--- src/rtl/lsu_bus_if.sv ---
// LSU-to-bus adapter: lane-shifts byte-mask loads/stores onto a req/ack word bus, realigns read data.
// Latency: issue cycle + 1 REQ cycle per bus cycle; stall holds the pipeline until DONE, timeout after TIMEOUT cycles.
module lsu_bus_if #(
  parameter int XLEN      = 32,
  parameter int MAX_BYTES = XLEN / 8,
  parameter int TIMEOUT   = 255
) (
  input  logic                 i_clk,
  input  logic                 i_rst,
  input  logic [MAX_BYTES-1:0] i_mem_r,
  input  logic [MAX_BYTES-1:0] i_mem_w,
  input  logic [XLEN-1:0]      i_addr,
  input  logic [XLEN-1:0]      i_store_data,
  output logic [XLEN-1:0]      o_mem_dout,
  output logic                 o_stall,
  output logic                 o_misaligned,
  output logic                 o_bus_err,
  output logic                 o_bus_req,
  output logic                 o_bus_we,
  output logic [XLEN-1:0]      o_bus_addr,
  output logic [MAX_BYTES-1:0] o_bus_be,
  output logic [XLEN-1:0]      o_bus_wdata,
  input  logic                 i_bus_ack,
  input  logic [XLEN-1:0]      i_bus_rdata
);

  localparam int OFFW = $clog2(MAX_BYTES);
  localparam int CNTW = (TIMEOUT > 1) ? $clog2(TIMEOUT) : 1;

  typedef enum logic [1:0] {ST_IDLE, ST_REQ, ST_DONE} state_t;

  typedef struct packed {
    logic                 we;
    logic [XLEN-1:0]      addr;
    logic [MAX_BYTES-1:0] be;
    logic [XLEN-1:0]      wdata;
  } bus_cmd_t;

  state_t           r_state;
  bus_cmd_t         r_cmd;
  logic             r_bus_req;
  logic             r_bus_err;
  logic [XLEN-1:0]  r_mem_dout;
  logic [OFFW-1:0]  r_off;
  logic [CNTW-1:0]  r_cnt;

  logic                 w_access;
  logic                 w_we;
  logic [MAX_BYTES-1:0] w_mask;
  logic [OFFW-1:0]      w_off;
  logic [OFFW-1:0]      w_need;
  logic                 w_mis;
  logic                 w_issue;
  logic                 w_timeout;
  bus_cmd_t             w_cmd;
  logic [XLEN-1:0]      w_rdata_al;

  // Natural alignment: the highest set mask bit fixes the access size, whose low offset bits must be zero.
  always_comb begin
    w_access = (|i_mem_r) || (|i_mem_w);
    w_we     = |i_mem_w;
    w_mask   = w_we ? i_mem_w : i_mem_r;
    w_off    = i_addr[OFFW-1:0];
    w_need   = '0;
    for (int i = 1; i < MAX_BYTES; i++) begin
      if (w_mask[i]) w_need = w_need | OFFW'((1 << $clog2(i + 1)) - 1);
    end
    w_mis   = |(w_off & w_need);
    w_issue = (r_state == ST_IDLE) && w_access && !w_mis;
  end

  always_comb begin
    w_cmd.we    = w_we;
    w_cmd.addr  = {i_addr[XLEN-1:OFFW], {OFFW{1'b0}}};
    w_cmd.be    = w_mask << w_off;
    w_cmd.wdata = i_store_data << {w_off, 3'b000};
    w_rdata_al  = i_bus_rdata >> {r_off, 3'b000};
    w_timeout   = (r_cnt == CNTW'(TIMEOUT - 1));
  end

  always_ff @(posedge i_clk) begin
    if (i_rst) begin
      r_state    <= ST_IDLE;
      r_cmd      <= '0;
      r_bus_req  <= 1'b0;
      r_bus_err  <= 1'b0;
      r_mem_dout <= '0;
      r_off      <= '0;
      r_cnt      <= '0;
    end else begin
      case (r_state)
        ST_IDLE: begin
          if (w_issue) begin
            r_cmd     <= w_cmd;
            r_off     <= w_off;
            r_bus_req <= 1'b1;
            r_cnt     <= '0;
            r_state   <= ST_REQ;
          end
        end
        ST_REQ: begin
          // Ack has priority over a timeout landing in the same cycle.
          if (i_bus_ack) begin
            r_bus_req <= 1'b0;
            if (!r_cmd.we) r_mem_dout <= w_rdata_al;
            r_state <= ST_DONE;
          end else if (w_timeout) begin
            r_bus_req <= 1'b0;
            r_bus_err <= 1'b1;
            if (!r_cmd.we) r_mem_dout <= '0;
            r_state <= ST_DONE;
          end else begin
            r_cnt <= r_cnt + CNTW'(1);
          end
        end
        ST_DONE: begin
          r_bus_err <= 1'b0;
          r_state   <= ST_IDLE;
        end
        default: r_state <= ST_IDLE;
      endcase
    end
  end

  assign o_stall      = w_issue || (r_state == ST_REQ);
  assign o_misaligned = (r_state == ST_IDLE) && w_access && w_mis;
  assign o_bus_err    = r_bus_err;
  assign o_bus_req    = r_bus_req;
  assign o_bus_we     = r_cmd.we;
  assign o_bus_addr   = r_cmd.addr;
  assign o_bus_be     = r_cmd.be;
  assign o_bus_wdata  = r_cmd.wdata;
  assign o_mem_dout   = r_mem_dout;

endmodule

--- config.mk ---
export PLATFORM = sky130hd
export DESIGN_NAME = lsu_bus_if
export DESIGN_NICKNAME = d
export VERILOG_FILES = /design/src/rtl/lsu_bus_if.sv
export SDC_FILE = /design/constraint.sdc
export NUM_CORES = 1
export LEC_CHECK = 0
export CAP_MARGIN = 20
export CORE_MARGIN = 1
export CORE_UTILIZATION = 41
export DETAILED_ROUTE_END_ITERATION = 16
export GPL_ROUTABILITY_DRIVEN = 1
export HOLD_SLACK_MARGIN = 0.05
export PLACE_DENSITY_LB_ADDON = 0.12
export SLEW_MARGIN = 25
export SYNTH_ARGS = -nofsm -noshare
export SYNTH_HDL_FRONTEND = slang
export SYNTH_SLANG_ARGS = --single-unit
--- constraint.sdc ---
create_clock -name i_clk -period 2.9 [get_ports i_clk]
set_input_delay 0.87 -clock i_clk [delete_from_list [all_inputs] [get_ports i_clk]]
set_output_delay 0.87 -clock i_clk [all_outputs]
set_load 0.005 [all_outputs]
==> results of run 1 <==
==> timing repair <==
action	CTS	global route
endpoints found under the setup margin	2	2
buffers inserted	1	1
pin swaps	6	4
resized for setup	36	10
hold buffers	0	0
cloned	0	0
==> worst max-delay path: cells and delay by family <==
| family | cells | cell delay [ns] |
|---|---|---|
| AND/OR/NAND/NOR | 2 | 0.20 |
| buffers and inverters | 3 | 0.50 |
| AO/OA/AOI/OAI | 2 | 0.42 |
==> layer usage <==
layer	track usage, %	wire length, µm
met1	29.9	7510
met5	0	0
met3	6.02	1090
met2	38.1	8380
met4	11.3	352
==> state kept, by name, summed over array words and instances (netlist names) <==
name,flops
o_bus_be,4
o_bus_we,1
o_bus_wdata,32
r_off,2
r_state,2
o_mem_dout,32
o_bus_req,1
o_bus_err,1
o_bus_addr,30
r_cnt,8
==> cells by family (layout without fill, tap and decap cells) <==
kind of cell | count (synthesis) | in the layout
mux | 121 | 121
xor+xnor | 3 | 3
buf+inv | 65 | 285
simple gates | 222 | 222
flops | 113 | 113
other cells | 1 | 2
fa+ha+maj | 2 | 2
compound gates | 99 | 99
==> layout by cell type (no fill, tap or decap), types with 3 or more instances in the layout <==
| cell type | synthesis | routed |
|---|---|---|
| clkdlybuf4s50_1 | 0 | 198 |
| nand2_1 | 150 | 149 |
| dfxtp_1 | 113 | 113 |
| mux2i_1 | 95 | 95 |
| buf_4 | 6 | 34 |
| a21oi_1 | 20 | 20 |
| o31ai_1 | 20 | 20 |
| nand4_1 | 19 | 19 |
| mux2_2 | 18 | 18 |
| clkbuf_16 | 0 | 17 |
| o2bb2ai_1 | 16 | 16 |
| o211ai_1 | 11 | 11 |
| mux4_2 | 8 | 8 |
| a32o_1 | 8 | 8 |
| nor2_1 | 9 | 7 |
| nor2b_1 | 6 | 6 |
| nor3_1 | 7 | 6 |
| o21ai_0 | 6 | 6 |
| clkinv_2 | 0 | 5 |
| nor4b_1 | 5 | 5 |
| nand3_1 | 4 | 4 |
| clkbuf_8 | 0 | 4 |
| bufinv_16 | 0 | 4 |
| inv_1 | 4 | 3 |
| nand2b_1 | 3 | 3 |
| or4_1 | 3 | 3 |
| a211oi_2 | 3 | 3 |
| nor3b_1 | 3 | 3 |
| clkdlybuf4s15_2 | 0 | 3 |
| buf_2 | 7 | 3 |
==> final timing paths <==
path,to,slack [ns]
worst max-delay path,o_stall,0.03
worst min-delay path,o_bus_wdata[21],0.45
worst max register to register,r_cnt[5],0.83
worst min register to register,o_bus_wdata[21],0.45
==> through the flow <==
step	hold slack [ns]	TNS [ns]
2_1_floorplan	0.451	-0.0366
3_3_place_gp	0.442	-1.87
3_5_place_dp	0.449	-5.74
4_1_cts	0.459	0
5_1_grt	0.475	-0.0159
6_report	0.454	0
==> cell type report <==
class	count	area [µm²]
fillers	1135	4990
multi-input cells	449	3300
repair buffers	247	2390
flip-flops and latches	113	2260
clock buffers	22	484
well taps	180	225
clock inverters	10	155
inverters	6	23.8
==> power by group <==
part,internal [mW],total (mW),switching [mW]
Sequential,1.64,1.70,0.0544
Clock,1.52,2.25,0.724
Combinational,0.473,0.864,0.391
==> impl_metrics.toml, run 1 <==
[clock_network]
root_buffer = "clkbuf_16"
numCtsBuffers = 17
htree_levels = 4
clk_path_buf_depth = 2
clk_pin_slew_ns = 0.05
cts_tree = "built"
clock_latency_ns = 0.41
cts_sinks = 113

[critical_path]
crit_path_start = "i_mem_w[3]"
critical_path_class = "in -> out"
cp_max_fo = 4
reg2reg_from = "r_state[1]"
required_ns = 2.03
start_kind = "input pin"
path_cells = "clkdlybuf4s15_2 > buf_4 > nor2_4 > o2111ai_4 > a31o_4 > nand2_4 > buf_2"
cp_data_arrival_time_ns = 2.00
r2r_cells = 6
cp-end-kind = "output port"
crit_path_max_incr_delay_ns = 0.27
slowest_stage = "a31o_4"

[power]
worst_ir_drop_vdd_mv = 0.385
powerDensity_mw_per_mm2 = 544
power.total_mw = 4.81
p_leak_nw = 3.27

[logic_synthesis]
synth-edff-count = 0
synthAdderAreaFrac_pct = 0.431
ys_seq_area_share_pct = 39.0
yosys.area.top_type_share_pct = 39.0
syn-cell-area_mm2 = 0.00580
synthMuxAreaShare_pct = 23.0
synth_top_family_by_area = "multiplexers"
yosys.cell_count.top_type = "nand2_1"
synth_top_area_cell = "dfxtp_1"
synth_compound_area_share_pct = 13.7
synth_ff_type = "dfxtp_1"
async_reset_ff_share_pct = 0
ys_ff_latch = 113
avgSynthCellArea_um2 = 9.27
synth_cell_type_count = 60
synth_area_leaders = "dfxtp_1, mux2i_1, nand2_1, mux2_2, mux4_2"
syn_inst = 626
synth_simple_gate_area_share_pct = 17.9
synth_xor_area_share_pct = 0.453
synth_commonest_cells = "nand2_1, dfxtp_1, mux2i_1, clkbuf_1"
ys_warn_count = 0

[placed_design]
place_hpwl_um = 12600
io_buffers = 209
pre_cts_ws_ns = -0.712
dpl_cell_area_mm2 = 0.00813
globalplace.congestion = 0.846
placed_cells = 993

[final_layout]
fin_cells = 1027
final_nets = 943
post-route-util_pct = 63.9
area_delta_synth_final_pct = 52.3
drive_gt1_share_pct = 14.5
design_area_mm2 = 0.00884
diodes = 0

[floorplanning]
die_area_mm2 = 0.0146
core_mm2 = 0.0138
num_rows = 43
die_h_um = 121
chipWidth_um = 121
io_pins = 212
initial_core_util_pct = 42.0

[sta]
hold_viol = 0
drv_slew = 0
setup_viol_count_final = 0
max_slew_margin_pct = 45.1
skew_ns = 0.00784
worst_pin_slew_ns = 0.822
layout_setup_ws_ns = 0.0340
min_period_over_period_pct = 98.8
max_freq_mhz = 349
fin_crit_ns = 2.87

[drt]
drc = 0
vias = 5473
routed_wirelength_um = 17300
via_per_inst = 5.33
first_pass_iters = 5
dr.first_iter.drc_count = 238
avgRoutedWirePerCell_um = 16.9
antenna_left = 0

[worst_hold_path]
worstHoldStart = "o_bus_wdata[21]"
holdPathStages = 2
min_path_type = "reg -> reg"

[global_routing]
grt_remaining_overflow = 0
first_global_vias = 5324
grtUsageTotal_pct = 23.8
grt_start_max_net_pins = 106
grt_pass1_wl_um = 27200
antenna_found_initial = 0

[flow_run]
maxCapViolations = 0

[status]
status = "complete, no violations"
Note: power is estimated with default switching activity, not from simulation.
==> run 2, diff against run 1 <==
Settings changed: ABC_AREA from default to 1, CORE_UTILIZATION 41 to 39, CTS_BUF_LIST from default to sky130_fd_sc_hd__clkbuf_16, SKIP_LAST_GASP from default to 1.
==> impl_metrics.toml, run 2 <==
[final_layout]
seq_area_mm2 = 0.00226
diodes = 0
final_common_cell = "clkdlybuf4s50_1"
drive_gt1_share_pct = 9.56
area_delta_synth_final_pct = 58.5
final_nets = 1048
multi_input_area_mm2 = 0.00245
filler_cell_count = 1165
layout_common_cells = "clkdlybuf4s50_1, nor2_1, o21ai_0"
post-route-util_pct = 63.4

[critical_path]
reg2reg_from = "r_cnt[3]"
crit_family = "buffers and inverters"
required_ns = 2.03
start_kind = "input pin"
cp_data_arrival_time_ns = 2.00
ff2ff_setup_slack_ns = 0.97
path_cells = "clkdlybuf4s50_1 > nand3_1 > nand2_1 > inv_2 > nand3_2 > nand2_4 > nand2_4 > nand2_1 > buf_2"
slowest_stage = "clkdlybuf4s50_1"
cp.buffers_inverters = 3
critical_path_class = "in -> out"
crit_path_max_incr_delay_ns = 0.49
rr_endpoint = "o_mem_dout[4]"
cp_max_fo = 2
r2r_cells = 9
cp-end-kind = "output port"

[status]
status = "complete, no violations"

[drt]
antenna_left = 0
dr.first_iter.drc_count = 426
first_pass_iters = 5
vias = 5666
avgRoutedWirePerCell_um = 14.8
via_per_inst = 5.04
drc = 0
routed_wirelength_um = 16700

[sta]
fin_crit_ns = 2.87
setup_viol_count_final = 0
layout_setup_ws_ns = 0.0255
hold_viol = 0
max_freq_mhz = 348
rsz0062_at_grt = "yes"
whs_ns = 0.446
worst_pin_slew_ns = 0.600
drv_slew = 0
max_slew_margin_pct = 60.0
min_period_over_period_pct = 99.1
skew_ns = 0.00694

[logic_synthesis]
synth-edff-count = 0
ys_seq_area_share_pct = 44.8
yosys.area.top_type_share_pct = 44.8
synth_commonest_cells = "nor2_1, o21ai_0, nand2_1, dfxtp_1, a21oi_1"
ys_ff_latch = 113
yosys.cell_count.top_type = "nor2_1"
ys_warn_count = 0
syn_inst = 718
avgSynthCellArea_um2 = 7.03
syn-cell-area_mm2 = 0.00505
async_reset_ff_share_pct = 0
synth_area_leaders = "dfxtp_1, o21ai_0, nor2_1, nand2_1, a21oi_1"
synth_cell_type_count = 32
synth_top_area_cell = "dfxtp_1"
synth_ff_type = "dfxtp_1"

[power]
p_leak_nw = 3.25
powerDensity_mw_per_mm2 = 565
worst_ir_drop_vdd_mv = 0.281

[clock_network]
numCtsBuffers = 17
cts_sinks = 113
htree_levels = 4
clk_path_buf_depth = 2
holdBufCountCts = 0
clk_pin_slew_ns = 0.05
cts_tree = "built"
root_buffer = "clkbuf_16"
clock_latency_ns = 0.41

[global_routing]
use_met3_pct = 6.49
top_usage_layer = "met2"
use_met1_pct = 29.1
grt_pass1_wl_um = 25600
antenna_found_initial = 0
grt_start_max_net_pins = 64
globalRouteMet2Util_pct = 41.5
grtUsageTotal_pct = 24.6
first_global_vias = 5323
grt_remaining_overflow = 0

[floorplanning]
num_rows = 41
die_area_mm2 = 0.0134
die_h_um = 116
initial_core_util_pct = 40.0
io_pins = 212
chipWidth_um = 116
core_mm2 = 0.0126

[worst_hold_path]
min_path_type = "reg -> reg"
worstHoldStart = "o_bus_wdata[12]"
min_delay_worst_endpoint = "o_bus_wdata[12]"
holdPathStages = 2

[placed_design]
globalplace.congestion = 0.872
io_buffers = 209
place_hpwl_um = 11900
pre_cts_ws_ns = -0.561

[flow_run]
maxCapViolations = 0
[run 2: cell count changes after synthesis, sizes merged, moves of 12 or more]
cell     previous run  this run
a21oi              20        44
inv                 4        39
mux2               18         0
nor2                9       152
nand4              19         1
nand2             150       121
nand3               4        27
clkbuf             36        24
o21ai               6       135
mux2i              95         0
o31ai              21         0
o2bb2ai            16         0
[run 2: worst max path at each step]
| stage | from | cells after the start | slack (ns) | end |
|---|---|---|---|---|
| after floorplan | i_mem_w[3] | 9 | 0.30 | o_stall |
| after global placement | i_mem_w[3] | 9 | -0.44 | o_misaligned |
| after detailed placement | i_mem_w[3] | 9 | -0.56 | o_misaligned |
| after CTS | i_mem_r[1] | 8 | -0.06 | o_misaligned |
| after global routing | i_mem_r[2] | 9 | -0.008 | o_stall |
| final | i_mem_r[2] | 9 | 0.03 | o_stall |
[run 2: layout make-up]
class | instances | share of cell area (%)
sequential | 113 | 28.3
clock inverter | 15 | 1.30
multi-input combinational | 521 | 30.6
clock buffer | 17 | 5.32
inverter | 39 | 1.83
tap | 172 | 2.69
timing repair buffer | 247 | 30.0
[run 2: power by group]
| group | total [mW] | leakage (nW) | switching [mW] | internal, mW |
|---|---|---|---|---|
| clock network | 1.86 | 0.269 | 0.715 | 1.15 |
| logic | 0.926 | 2.06 | 0.444 | 0.482 |
| registers | 1.73 | 0.925 | 0.0612 | 1.67 |
| total | 4.52 | 3.25 | 1.22 | 3.30 |
[run 2: what timing repair did]
item                       in CTS  in global routing
buffers inserted               11                  0
setup endpoints to repair       2                  4
pin swaps                       6                  4
gates resized for setup        15                  8
[run 2: cell families after synthesis]
logic type	Yosys count	synth area share [%]
adders and majority gates	2	0.496
buffers and inverters	85	7.49
and+or+nand+nor	305	24.5
AOI/OAI and AO/OA	206	21.6
xor gates and xnor gates	6	1.04
other	1	0.0743
DFF	113	44.8
[run 2: worst min-delay path, stage by stage (launching register included)]
cell and delay [ns]:
dfxtp_1 0.30, nand2_1 0.06, nand2_1 0.04
[run 2: per-layer routing]
layer  share of wire, %  vias up
met3                8.7       47
li1                   -     2807
met1                 41     2554
met2                 48      258
met5                  0        -
met4                2.9        0
[run 2: metrics by stage]
stage | TNS [ns] | instances | total power [mW] | instance area [µm²]
final | 0 | 1124 | 4.52 | 8000
after detailed placement | -19.60 | 1081 | 2.67 | 7370
after global routing | -0.0109 | 1124 | 4.72 | 8000
after global placement | -8.65 | 1081 | 2.65 | 7370
after CTS | -0.0700 | 1124 | 4.55 | 7980
after floorplan | 0 | 719 | 2.16 | 5050
==> run 3, diff against run 2 <==
Settings changed: ABC_AREA 1 to default, CORE_UTILIZATION 39 to 41, CTS_CLUSTER_DIAMETER from default to 120.
==> impl_metrics.toml, run 3 (synthesized netlist as in run 1, its figures left out) <==
[status]
status = "complete, no violations"

[floorplanning]
core_mm2 = 0.0138
io_pins = 212
chipWidth_um = 121
num_rows = 43
die_area_mm2 = 0.0146
die_h_um = 121
initial_core_util_pct = 42.0

[power]
p_leak_nw = 3.26
powerDensity_mw_per_mm2 = 534
worst_ir_drop_vdd_mv = 0.393

[drt]
highest_layer = "met4"
dr.first_iter.drc_count = 248
vias = 5512
routed_wirelength_um = 17200
first_pass_iters = 4
met1_length_um = 7440
route.met3.wl_um = 1180
via_per_inst = 5.37
antenna_left = 0
routed-wl-met2_um = 8120
drc = 0
avgRoutedWirePerCell_um = 16.8

[global_routing]
grtUsageTotal_pct = 23.8
first_global_vias = 5306
grt_start_max_net_pins = 106
grt_pass1_wl_um = 27100
grt_remaining_overflow = 0
antenna_found_initial = 0

[flow_run]
maxCapViolations = 0

[sta]
drv_slew = 0
setup_viol_count_final = 0
hold_viol = 0
max_freq_mhz = 349
fin_crit_ns = 2.86
max_slew_margin_pct = 45.3
skew_ns = 0.00688
min_period_over_period_pct = 98.7
worst_pin_slew_ns = 0.819
fin_tns_setup_ns = 0

[final_layout]
final_common_cell = "clkdlybuf4s50_1"
area_delta_synth_final_pct = 51.6
post-route-util_pct = 63.6
layout_common_cells = "clkdlybuf4s50_1, nand2_1, dfxtp_1"
design_area_mm2 = 0.00880
fin_cells = 1027
final_nets = 943
diodes = 0
drive_gt1_share_pct = 14.0

[critical_path]
rr_endpoint = "r_cnt[5]"
reg2reg_from = "r_state[1]"
r2r_cells = 6
cp-end-kind = "output port"
start_kind = "input pin"
cp_data_arrival_time_ns = 1.99
crit_path_start = "i_mem_w[3]"
endpoint = "o_stall"
ff2ff_setup_slack_ns = 0.83
cp_max_fo = 4
required_ns = 2.03
critical_path_class = "in -> out"

[placed_design]
io_buffers = 209
globalplace.congestion = 0.846
place_hpwl_um = 12600
placed_cells = 993
dpl_cell_area_mm2 = 0.00813

[worst_hold_path]
min_path_type = "reg -> reg"
worstHoldStart = "o_bus_wdata[21]"

[clock_network]
clock_latency_ns = 0.41
clk_path_buf_depth = 2
root_buffer = "clkbuf_16"
cts_tree = "built"
cts_sinks = 113
htree_levels = 4
numCtsBuffers = 17
clk_pin_slew_ns = 0.05
## run 3: changes by cell type in the layout (fill, tap and decap cells not counted), moves of 24 or more
cell and delta:
mux2i_1 +95, o21ai_0 -126, inv_1 -33, nor2_1 -138, nand2_1 +33, a21oi_1 -24
## run 3: final cells by class
class | count | area [µm²]
Fill cell | 1139 | 5030
Multi-Input combinational cell | 449 | 3300
Inverter | 6 | 23.8
Tap cell | 180 | 225
Timing Repair Buffer | 247 | 2390
Sequential cell | 113 | 2260
Clock buffer | 17 | 425
Clock inverter | 15 | 174
## run 3: through the flow
| step | power [mW] | hold WS, ns | setup WS (ns) |
|---|---|---|---|
| after floorplan | 2.13 | 0.451 | -0.0366 |
| after global placement | 2.56 | 0.442 | -0.649 |
| after detailed placement | 2.58 | 0.449 | -0.712 |
| after CTS | 4.72 | 0.459 | 0.00537 |
| after global routing | 4.88 | 0.475 | -0.0159 |
| final | 4.70 | 0.457 | 0.0384 |
## run 3: worst max-delay path: stages
cell and delay, ns:
clkdlybuf4s15_2 0.24, buf_4 0.16, nor2_4 0.12, o2111ai_4 0.15
a31o_4 0.27, nand2_4 0.08, buf_2 0.11
## run 3: routing by layer
metal  vias up  track usage [%]
li1       2678                -
met1      2591             29.9
met2       207             37.9
met3        36             6.02
met4         0             11.3
met5         -                0
## run 3: repair_timing
item | CTS | global route
setup buffers | 1 | 1
gates resized for setup | 36 | 10
setup endpoints to repair | 2 | 2
hold buffers | 0 | 0
pin swaps | 6 | 4
## run 3: worst min path at each step
| stage | slack, ns | endpoint | cells past startpoint |
|---|---|---|---|
| after global routing | 0.47 | o_bus_addr[13] | 2 |
| after CTS | 0.46 | o_mem_dout[18] | 2 |
| after floorplan | 0.45 | o_bus_addr[10] | 2 |
| final | 0.46 | o_bus_wdata[21] | 2 |
| after global placement | 0.44 | o_bus_addr[2] | 2 |
| after detailed placement | 0.45 | o_mem_dout[18] | 2 |
## run 3: power by group
| part | internal [mW] | switching [mW] |
|---|---|---|
| registers | 1.64 | 0.0542 |
| clock network | 1.41 | 0.726 |
| logic | 0.473 | 0.389 |
==> RTL change 1, RTL diff (config.mk and constraints of run 3) <==
Change the parameter `TIMEOUT` from 255 to 510.
--- a/src/rtl/lsu_bus_if.sv
+++ b/src/rtl/lsu_bus_if.sv
@@ -4,5 +4,5 @@
   parameter int XLEN      = 32,
   parameter int MAX_BYTES = XLEN / 8,
-  parameter int TIMEOUT   = 255
+  parameter int TIMEOUT   = 510
 ) (
   input  logic                 i_clk,
Check against the original RTL: no difference found for any inputs over 4 cycles, from zero or initial values and one cycle with i_rst high; that may be too few to reach the edited logic, so the function may still have changed.
==> RTL change 1 against run 3 <==
  * Total power fell by 7.5%
  * Critical path type unchanged
  * Setup slack improved by 0.0078 ns
  * Register-to-register slack improved by 0.02 ns
  * Design area fell by 1.0%
  * Count of clock-buffer cells in the layout did not move
  * Wire length fell by 3.4%
  * Die area fell by 0.11%
  * Synthesized cell count rose by 0.80%
  * Largest power group unchanged
  * Area after synthesis fell by 0.11%
  * Clock skew rose by 0.0026 ns
  * Final cell count rose by 0.49%
  * Global-route usage fell by 0.39 points
  * Worst hold slack got worse by 0.0043 ns
  * Sequential cell count rose by 1
==> RTL change 1: results (changes against run 3) <==
stage	metric	value	unit	change
outcome	outcome	completed		
grt	GRT Util Overall	23.4	%	-0.39 points
detailed_routing	vias per inst	5.20		-3.1%
power_and_ir_drop	clk pwr	1.80	mW	-16%
placed_design	HPWL after detailed placement	12000	um	-4.5%
worst_setup_path	slowest CP cell	o31ai_4		
sta	relative slew slack	49.7	%	+4.4 points
placed_design	GP Congestion	0.838		-1.0%
worst_setup_path	crit-path max FO	8		+4
sta	clk_skew	0.00950	ns	+0.00262 ns
power_and_ir_drop	Max VDD drop	0.380	mV	-3.2%
power_and_ir_drop	PD cells	499	nW/um^2	-6.6%
grt	met1 Track Usage GR	27.1	%	-2.8 points
logic_synthesis	Mean Syn Cell Area	9.19	sq um	-0.90%
worst_setup_path	crit-path max cell delay	0.31	ns	+0.04 ns
placed_design	Placed Instance Area	8140	sq um	+0.14%
power_and_ir_drop	clock group share of total power	41.5	%	-4.0 points
cells_and_area	register area	2280	sq um	+0.88%
power_and_ir_drop	sw frac	25.1	%	+0.17 points
cts	# resized after CTS	38		+5.6%
cells_and_area	share of layout cells above drive strength 1	13.4	%	-0.67 points
cts	Clock Sinks	114		+0.88%
power_and_ir_drop	Comb power frac	19.2	%	+0.8 points
detailed_routing	DRT iter0 DRCs	278		+12%
cells_and_area	Multi-input gate area	3270	sq um	-1.0%
detailed_routing	Total Wirelength	16700	um	-3.4%
grt	largest net degree at the start of global routing	49		-54%
grt	first-pass GRT wire length	26500	um	-2.1%
grt	met3 Track Usage GR	8.51	%	+2.5 points
logic_synthesis	most frequent cells after synthesis	nand2_1, dfxtp_1, mux2i_1		
grt	met2 usage	38.9	%	+1.0 points
detailed_routing	vias	5368		-2.6%
power_and_ir_drop	Static Leak	3.25	nW	-0.29%
detailed_routing	metal2 WL	8110	um	-0.12%
cells_and_area	nets	949		+0.64%
detailed_routing	M1 WL	6940	um	-6.7%
cells_and_area	clock network area share	5.86	%	-0.95 points
detailed_routing	routed wl met3	1280	um	+8.8%
placed_design	DP Worst Slack	-0.674	ns	+0.0387 ns
cells_and_area	non-clock buffer share of cell area	27.5	%	+0.39 points
placed_design	Placed Cells	999		+0.60%
grt	number of global-route vias before repair	5381		+1.4%
cts	postcts setup bufs	2		+1
==> RTL change 1: path summary, 6_finish.rpt <==
path	start	slack (ns)	cells past startpoint	end
min reg2reg	o_bus_addr[18]$_SDFFE_PP0P_	0.45	2	o_bus_addr[18]$_SDFFE_PP0P_
max reg2reg	r_cnt[1]$_SDFFE_PP0P_	0.85	6	r_cnt[5]$_SDFFE_PP0P_
min	o_bus_addr[18]$_SDFFE_PP0P_	0.45	2	o_bus_addr[18]$_SDFFE_PP0P_
max	i_mem_w[0]	0.05	6	o_stall
==> RTL change 1: cells by family (layout without fill, tap and decap cells) <==
logic type      count (synthesis)  after routing  share of synthesized area, %
xor+xnor                        3              3                         0.453
flops                         114            114                          39.4
mux                           122            122                          23.2
simple gates                  225            225                          17.9
compound gates                100            100                          13.1
fa+ha+maj                       2              2                         0.432
buf+inv                        64            284                          5.53
other cells                     1              2                        0.0647
==> RTL change 2, RTL diff (settings of run 3) <==
Without the edit above. The 3 states of `state_t` get a one-hot encoding in 3 bits.
--- a/src/rtl/lsu_bus_if.sv
+++ b/src/rtl/lsu_bus_if.sv
@@ -28,5 +28,5 @@
   localparam int CNTW = (TIMEOUT > 1) ? $clog2(TIMEOUT) : 1;
 
-  typedef enum logic [1:0] {ST_IDLE, ST_REQ, ST_DONE} state_t;
+  typedef enum logic [2:0] {ST_IDLE = 3'b001, ST_REQ = 3'b010, ST_DONE = 3'b100} state_t;
 
   typedef struct packed {
Function: same outputs for any inputs over 4 cycles, from zero or initial values and one cycle with i_rst high; so few cycles prove little.
==> RTL change 2 against run 3 <==
  * First-iteration DRC count rose by 38%
  * Largest cell class unchanged
  * Area after synthesis fell by 12%
  * Sequential cell count rose by 1
  * Total power fell by 3.4%
  * Combinational power fell by 12%
  * Wire length fell by 4.9%
  * Design area fell by 7.5%
  * Global-route usage rose by 1.7 points
  * Setup slack improved by 0.039 ns
  * Largest power group unchanged
==> RTL change 2: results (changes against run 3) <==
stage	metric	value	unit	change
outcome	outcome	completed		
placed_design	HPWL after detailed placement	11400	um	-9.4%
placed_design	DP Worst Slack	-0.692	ns	+0.0201 ns
detailed_routing	vias	5388		-2.2%
logic_synthesis	sequential area share after synthesis	44.5	%	+5.5 points
grt	met3 Track Usage GR	9.35	%	+3.3 points
worst_setup_path	worst r2r path cells	7		+1
power_and_ir_drop	Int Pwr	3.40	mW	-3.7%
detailed_routing	DRT iter0 DRCs	342		+38%
cells_and_area	clock network area share	7.27	%	+0.46 points
grt	met1 Track Usage GR	28.1	%	-1.7 points
grt	first-pass GRT wire length	25700	um	-5.0%
worst_setup_path	crit-path max cell delay	0.34	ns	+0.07 ns
cells_and_area	number of non-clock buffers	244		-1.2%
grt	largest net degree at the start of global routing	56		-47%
cells_and_area	fill count	1045		-8.3%
logic_synthesis	unique cell type count in the Yosys netlist	36		-40%
placed_design	GP Congestion	0.863		+2.0%
worst_setup_path	WP data arrival	1.95	ns	-0.04 ns
sta	Least-Margin Pin Slew	0.634	ns	-0.186 ns
detailed_routing	Total Wirelength	16400	um	-4.9%
power_and_ir_drop	Static Leak	2.90	nW	-11%
logic_synthesis	Compound-Gate Fraction of Synth Area	17.0	%	+3.4 points
logic_synthesis	most frequent cells after synthesis	nand2_1, dfxtp_1, a21oi_1		
detailed_routing	M1 WL	6640	um	-11%
detailed_routing	DR pass1 iterations	8		+4
cells_and_area	nets	964		+2.2%
sta	clk_skew	0.00620	ns	-0.000683 ns
grt	GRT Util Overall	25.5	%	+1.7 points
cells_and_area	share of layout cells above drive strength 1	12.1	%	-2.0 points
logic_synthesis	xor and xnor area share after synthesis	0.171	%	-0.28 points
power_and_ir_drop	Max VDD drop	0.417	mV	+6.2%
worst_setup_path	crit-path max FO	3		-1
placed_design	Port-buffer cells	209		unchanged
detailed_routing	routed wl met3	1070	um	-9.2%
detailed_routing	metal2 WL	8250	um	+1.7%
cts	Clock Sinks	114		+0.88%
power_and_ir_drop	Comb group	0.762	mW	-12%
logic_synthesis	Synth area leaders	dfxtp_1, nand2_1, a21oi_1, mux2i_1, mux2_2		
grt	met2 usage	44.1	%	+6.3 points
logic_synthesis	Mean Syn Cell Area	7.94	sq um	-14%
cells_and_area	multi-input gate count	475		+5.8%
cells_and_area	non-clock buffer share of cell area	28.8	%	+1.6 points
worst_setup_path	slowest CP cell	nor4_4		
cells_and_area	# diodes	0		unchanged
power_and_ir_drop	Pwr Total	4.54	mW	-3.4%
cells_and_area	count of non-CTS inverters in the layout	3		-3
logic_synthesis	Post-Synth Adder-Cell Area	0.488	%	+0.056 points
==> RTL change 2: through the flow <==
step | hold WS (ns) | cell area [sq um]
global route | 0.473 | 8140
detailed placement | 0.445 | 7510
global placement | 0.438 | 7510
CTS | 0.453 | 8140
floorplan | 0.448 | 5130
finish | 0.450 | 8140
==> RTL change 2: path summary, 6_finish.rpt <==
kind                                    start                     endpoint  slack, ns
setup reg to reg      r_state[1]$_SDFFE_PP0P_        r_cnt[4]$_SDFFE_PP0P_       0.46
setup / recovery                   i_mem_w[2]                 o_misaligned       0.08
hold reg to reg   o_mem_dout[27]$_SDFFE_PP0P_  o_mem_dout[27]$_SDFFE_PP0P_       0.45
hold / removal    o_mem_dout[27]$_SDFFE_PP0P_  o_mem_dout[27]$_SDFFE_PP0P_       0.45
==> RTL change 2: timing repair <==
item,4_1_cts,5_1_grt
resized for setup,45,8
gates cloned,0,0
buffers inserted,3,0
hold endpoints to repair,0,0
endpoints found under the setup margin,8,2
pin swaps,5,1
